<file path="src/rtl/keypad_pkg.sv">
// rtl/keypad_pkg.sv - shared types, row constants and index helpers for the keypad scanner
package keypad_pkg;

  localparam int KEY_W = 4;

  localparam logic [3:0] ROW_IDLE = 4'b1111;
  localparam logic [3:0] ROW0     = 4'b1000;
  localparam logic [3:0] ROW1     = 4'b0100;
  localparam logic [3:0] ROW2     = 4'b0010;
  localparam logic [3:0] ROW3     = 4'b0001;

  typedef enum logic [2:0] {
    IDLE,
    SCAN,
    DEBOUNCE,
    REPORT,
    RELEASE
  } scan_state_t;

  // Rows and columns share the same index-to-pattern mapping: index 0 is the MSB.
  function automatic logic [3:0] idx_onehot(input logic [1:0] idx);
    logic [3:0] pat;
    case (idx)
      2'd0:    pat = ROW0;
      2'd1:    pat = ROW1;
      2'd2:    pat = ROW2;
      default: pat = ROW3;
    endcase
    return pat;
  endfunction

  function automatic logic is_onehot(input logic [3:0] v);
    return (v != 4'd0) && ((v & (v - 4'd1)) == 4'd0);
  endfunction

  function automatic logic [1:0] onehot_idx(input logic [3:0] v);
    logic [1:0] idx;
    case (v)
      4'b1000: idx = 2'd0;
      4'b0100: idx = 2'd1;
      4'b0010: idx = 2'd2;
      default: idx = 2'd3;
    endcase
    return idx;
  endfunction

endpackage

</file>
<file path="src/rtl/keypad_col_sync.sv">
// rtl/keypad_col_sync.sv - two-flop synchronizer for the asynchronous column returns
module keypad_col_sync (
  input  logic       clk_sec,
  input  logic       rst_n,
  input  logic [3:0] col,
  output logic [3:0] col_s
);

  logic [3:0] meta;

  always_ff @(posedge clk_sec) begin
    if (!rst_n) begin
      meta  <= '0;
      col_s <= '0;
    end else begin
      meta  <= col;
      col_s <= meta;
    end
  end

endmodule

</file>
<file path="src/rtl/keypad_scan_ctrl.sv">
// rtl/keypad_scan_ctrl.sv - 4x4 keypad row scanner, debouncer, encoder and key handshake
module keypad_scan_ctrl
  import keypad_pkg::*;
#(
  parameter int SETTLE_CYC   = 3,
  parameter int DEBOUNCE_CYC = 4
) (
  input  logic             clk_sec,
  input  logic             rst_n,
  input  logic             enable,
  input  logic [3:0]       col,
  output logic [3:0]       row,
  output logic [KEY_W-1:0] key_code,
  output logic             key_valid,
  input  logic             key_ready,
  output logic             key_held,
  output logic             overrun
);

  localparam logic [3:0] SETTLE_LAST = 4'(SETTLE_CYC - 1);
  localparam logic [7:0] DEB_LAST    = 8'(DEBOUNCE_CYC - 1);

  scan_state_t      state, state_nxt;
  logic [3:0]       col_s;
  logic [1:0]       r_idx, r_idx_nxt;
  logic [1:0]       c_idx, c_idx_nxt;
  logic [3:0]       settle_cnt, settle_cnt_nxt, settle_inc;
  logic [7:0]       deb_cnt, deb_cnt_nxt, deb_inc;
  logic [3:0]       row_nxt;
  logic [KEY_W-1:0] key_code_nxt;
  logic             key_valid_nxt, key_held_nxt, overrun_nxt;

  keypad_col_sync u_col_sync (
    .clk_sec (clk_sec),
    .rst_n   (rst_n),
    .col     (col),
    .col_s   (col_s)
  );

  assign settle_inc = (settle_cnt == 4'hF) ? settle_cnt : settle_cnt + 4'd1;
  assign deb_inc    = (deb_cnt == 8'hFF) ? deb_cnt : deb_cnt + 8'd1;

  always_ff @(posedge clk_sec) begin
    if (!rst_n) begin
      state      <= IDLE;
      r_idx      <= '0;
      c_idx      <= '0;
      settle_cnt <= '0;
      deb_cnt    <= '0;
      row        <= ROW_IDLE;
      key_code   <= '0;
      key_valid  <= 1'b0;
      key_held   <= 1'b0;
      overrun    <= 1'b0;
    end else begin
      state      <= state_nxt;
      r_idx      <= r_idx_nxt;
      c_idx      <= c_idx_nxt;
      settle_cnt <= settle_cnt_nxt;
      deb_cnt    <= deb_cnt_nxt;
      row        <= row_nxt;
      key_code   <= key_code_nxt;
      key_valid  <= key_valid_nxt;
      key_held   <= key_held_nxt;
      overrun    <= overrun_nxt;
    end
  end

  always_comb begin
    state_nxt      = state;
    r_idx_nxt      = r_idx;
    c_idx_nxt      = c_idx;
    settle_cnt_nxt = settle_cnt;
    deb_cnt_nxt    = deb_cnt;
    row_nxt        = row;
    key_code_nxt   = key_code;
    key_valid_nxt  = key_valid;
    key_held_nxt   = key_held;
    overrun_nxt    = 1'b0;

    if (key_valid && key_ready) begin
      key_valid_nxt = 1'b0;
    end

    case (state)
      IDLE: begin
        row_nxt     = ROW_IDLE;
        r_idx_nxt   = 2'd0;
        deb_cnt_nxt = '0;
        if (enable && (col_s != 4'd0)) begin
          if (settle_cnt == SETTLE_LAST) begin
            state_nxt      = SCAN;
            settle_cnt_nxt = '0;
            row_nxt        = idx_onehot(2'd0);
          end else begin
            settle_cnt_nxt = settle_inc;
          end
        end else begin
          settle_cnt_nxt = '0;
        end
      end

      SCAN: begin
        if (settle_cnt == SETTLE_LAST) begin
          settle_cnt_nxt = '0;
          // Multiple columns on one row cannot be resolved (ghosting), so skip the row.
          if (is_onehot(col_s)) begin
            c_idx_nxt   = onehot_idx(col_s);
            deb_cnt_nxt = '0;
            state_nxt   = DEBOUNCE;
          end else if (r_idx == 2'd3) begin
            state_nxt = IDLE;
            row_nxt   = ROW_IDLE;
          end else begin
            r_idx_nxt = r_idx + 2'd1;
            row_nxt   = idx_onehot(r_idx + 2'd1);
          end
        end else begin
          settle_cnt_nxt = settle_inc;
        end
      end

      DEBOUNCE: begin
        if (col_s == idx_onehot(c_idx)) begin
          if (deb_cnt == DEB_LAST) begin
            state_nxt   = REPORT;
            deb_cnt_nxt = '0;
          end else begin
            deb_cnt_nxt = deb_inc;
          end
        end else begin
          state_nxt   = IDLE;
          row_nxt     = ROW_IDLE;
          deb_cnt_nxt = '0;
        end
      end

      REPORT: begin
        // An unread code is kept; the new key is dropped and flagged instead.
        if (!key_valid || key_ready) begin
          key_code_nxt  = {r_idx, c_idx};
          key_valid_nxt = 1'b1;
        end else begin
          overrun_nxt = 1'b1;
        end
        key_held_nxt = 1'b1;
        deb_cnt_nxt  = '0;
        state_nxt    = RELEASE;
      end

      RELEASE: begin
        if (col_s == 4'd0) begin
          if (deb_cnt == DEB_LAST) begin
            key_held_nxt = 1'b0;
            deb_cnt_nxt  = '0;
            state_nxt    = IDLE;
            row_nxt      = ROW_IDLE;
          end else begin
            deb_cnt_nxt = deb_inc;
          end
        end else begin
          deb_cnt_nxt = '0;
        end
      end

      default: begin
        state_nxt = IDLE;
        row_nxt   = ROW_IDLE;
      end
    endcase
  end

endmodule

</file>
<file path="config.mk">
export PLATFORM = sky130hd
export DESIGN_NAME = keypad_scan_ctrl
export DESIGN_NICKNAME = d
export VERILOG_FILES = /design/src/rtl/keypad_pkg.sv /design/src/rtl/keypad_col_sync.sv /design/src/rtl/keypad_scan_ctrl.sv
export SDC_FILE = /design/constraint.sdc
export NUM_CORES = 1
export LEC_CHECK = 0
export ABC_CLOCK_PERIOD_IN_PS = 2050
export CORE_ASPECT_RATIO = 1.4
export CORE_MARGIN = 1.5
export CORE_UTILIZATION = 45
export DETAILED_ROUTE_END_ITERATION = 12
export PLACE_DENSITY = 0.77
export SLEW_MARGIN = 0
export SYNTH_ARGS = -nofsm -noshare
export SYNTH_HDL_FRONTEND = slang
export SYNTH_HIERARCHICAL = 1
export SYNTH_SLANG_ARGS = --single-unit
</file>
<file path="constraint.sdc">
create_clock -name clk_sec -period 2.05 [get_ports clk_sec]
set_input_delay 0.5125 -clock clk_sec [delete_from_list [all_inputs] [get_ports clk_sec]]
set_output_delay 0.5125 -clock clk_sec [all_outputs]
set_load 0.01 [all_outputs]
</file>
==> reports/metrics.yaml <==
clock_tree:
  numCtsBuffers: 5
  cts_tree: "yes"
  htree_levels: 2
  clk_latency_ns: 0.29
  cts_buffer_depth: 2
  path_clk_slew_ns: 0.08
  cts-root-buf: "clkbuf_8"
  clock-sinks: 38
finish:
  final_cell_mix: "35 x dfxtp_1, 23 x nor2_1, 22 x buf_4, 18 x clkdlybuf4s50_1, 10 x inv_1"
  utilization: 0.575
  fin_nets: 277
  fin_cells: 325
  final_common_cell: "dfxtp_1"
  syn_to_final_growth_pct: 23.4
  n_antenna_cell: 0
  drive_gt1_frac: 0.217
synthesis:
  synth_top_area_cell: "dfxtp_1"
  ys_warn_count: 6
  synthFlopType: "dfxtp_1"
  netlist_top_cells_area: "dfxtp_1 36%, ha_1 4.2%, nor2_1 4.1%, mux2i_1 3.3%, and2_1 2.7%"
  ys_ff_latch: 38
  postSynthAreaPerCell_um2: 9.36
  syn-num-nets: 239
  syn_inst: 224
  synthArstFlopShare: 0
  seq_area_frac_synth: 0.363
  yosys.area.top_type_share: 0.363
  synth_edf_count: 0
  synthDistinctLibCells: 60
  synth_area_um2: 2100
floorplan:
  ios: 19
  coreArea_um2: 4500
  start_util: 0.466
  die_h_um: 83.8
  rows: 29
  chipWidth_um: 60.7
  die_area_um2: 5080
global_routing:
  antenna_found_initial: 0
  grtUsageTotal: 0.191
  overflow: 0
  grt_use_met1: 0.228
  grt_max_degree: 23
  grt_use_met3: 0.0295
  gr-usage-met2: 0.328
  top_usage_layer: "met2"
  grt_pass1_wl_mm: 7.50
  grt_pass1_vias: 1645
worst_setup_path:
  slowest_delay_ns: 0.57
  r2r_setup_slack_ns: 0.09
  path_cells: "buf_4 -> o31ai_4 -> a41oi_2 -> or4_1 -> a22oi_1"
  worstPathMaxFanout: 8
  slowest_stage: "or4_1"
  critPathTopFamily: "compound AO/OA/AOI/OAI gates"
  worst_ep_required_time_ns: 2.27
  path_buf_inv: 1
  end_kind: "register"
  startpoint_type: "register"
  criticalPathCategory: "register to register"
  crit_arrival_ns: 2.18
sta:
  period_needed_ns: 1.96
  worst_pin_slew_ns: 0.488
  fin_skew_ns: 0.00725
  hold_viol: 0
  fin_tns_setup_ns: 0
  timing.final.ws_setup_ns: 0.0920
  fmax_mhz: 511
  final-setup-viol-count: 0
  maxSlewHeadroom: 0.666
  slew_violations: 0
  min_period_over_period: 0.955
  rsz0062_at_grt: "false"
placement:
  dp_hpwl_mm: 3.16
  place_congestion: 0.844
  io_buffers: 18
  pre_cts_ws_ns: -0.108
  placedCellCount: 310
routing:
  drt_iter0_markers: 87
  vias: 1798
  postRouteAntennaNets: 0
  dr.pass1.iters: 4
  drc: 0
  routed_via_density: 5.53
  wire_per_inst_um: 14.3
  wirelength_mm: 4.64
outcome:
  outcome: "completed"
min_path:
  hold_class: "register to register"
power:
  leakagePower_nw: 0.931
  ir_drop_uv: 264
  p_per_area_nw_per_um2: 539
run:
  cap_violations: 0
[final timing paths]
kind         depth (start not counted)                  end           startpoint
min                                  1  u_col_sync/col_s[2]   u_col_sync/meta[2]
max reg2reg                          5           deb_cnt[4]  u_col_sync/col_s[3]
max                                  5           deb_cnt[4]  u_col_sync/col_s[3]
min reg2reg                          1  u_col_sync/col_s[2]   u_col_sync/meta[2]
[flip-flops by register name, summed over array words and instances (netlist names)]
name / cells
deb_cnt: 8
key_code: 4
row: 4
settle_cnt: 4
u_col_sync/col_s: 4
u_col_sync/meta: 4
state: 3
c_idx: 2
r_idx: 2
key_held: 1
key_valid: 1
overrun: 1
[cells by family (layout without fill, tap and decap cells)]
logic type / Yosys count / after routing / synth area share
buffers and inverters: 20 / 58 / 0.0525
AND/OR/NAND/NOR: 91 / 91 / 0.264
flip-flops: 38 / 38 / 0.363
multiplexers: 9 / 9 / 0.0477
XOR/XNOR: 4 / 4 / 0.0203
adder cells (fa/ha/maj): 7 / 7 / 0.0418
AO/OA/AOI/OAI: 55 / 56 / 0.211
[layer usage]
| metal | wire length [um] | vias to the layer above |
|---|---|---|
| met5 | 0 | - |
| met4 | 76 | 0 |
| met3 | 123 | 8 |
| met2 | 2410 | 34 |
| met1 | 2030 | 856 |
| li1 | - | 900 |
[timing repair]
action                                 in CTS  in global routing
buffers inserted                            0                  6
setup endpoints to repair                   1                  8
gates resized for setup                     0                  7
gates cloned                                0                  1
pin swaps                                   1                  3
endpoints found under the hold margin       0                  0
hold buffers                                0                  0
[cells in the mapped netlist, drive strengths merged, types with 4 or more instances]
library cell / n
nor3b: 4
or3: 4
nand2: 11
nand2b: 4
ha: 7
o21ai: 12
nor3: 6
mux2i: 7
a21oi: 8
a22oi: 5
dfxtp: 38
and2: 9
nor2: 23
o31ai: 5
inv: 10
buf: 6
clkbuf: 4
or2: 4
nand3: 7
[final cells by class]
class                   count  area (um2)
fillers                   426        1910
repair buffers             40         345
inverters                  10        37.5
clock inverters             2        12.5
clock buffers               6        82.6
flip-flops and latches     38         764
well taps                  62        77.6
multi-input cells         167        1270
[worst register-to-register path, stage by stage (launching register included)]
cell and delay, ns:
dfxtp_2 0.37, buf_4 0.18, o31ai_4 0.33, a41oi_2 0.25, or4_1 0.57, a22oi_1 0.18
[stage by stage]
stage               hold slack [ns]  total power [mW]  instance area [um2]
floorplan                     0.406             0.827                 2100
global placement              0.410             0.862                 2400
detailed placement            0.419             0.863                 2400
CTS                           0.438              1.40                 2500
global route                  0.460              1.44                 2590
finish                        0.437              1.40                 2590
[where the power goes]
part           switching [mW]  internal [mW]
Sequential            0.00869          0.747
Combinational          0.0506         0.0456
Clock                   0.274          0.270
Total                   0.333           1.06
No activity file was read; power rests on OpenSTA's default activity.
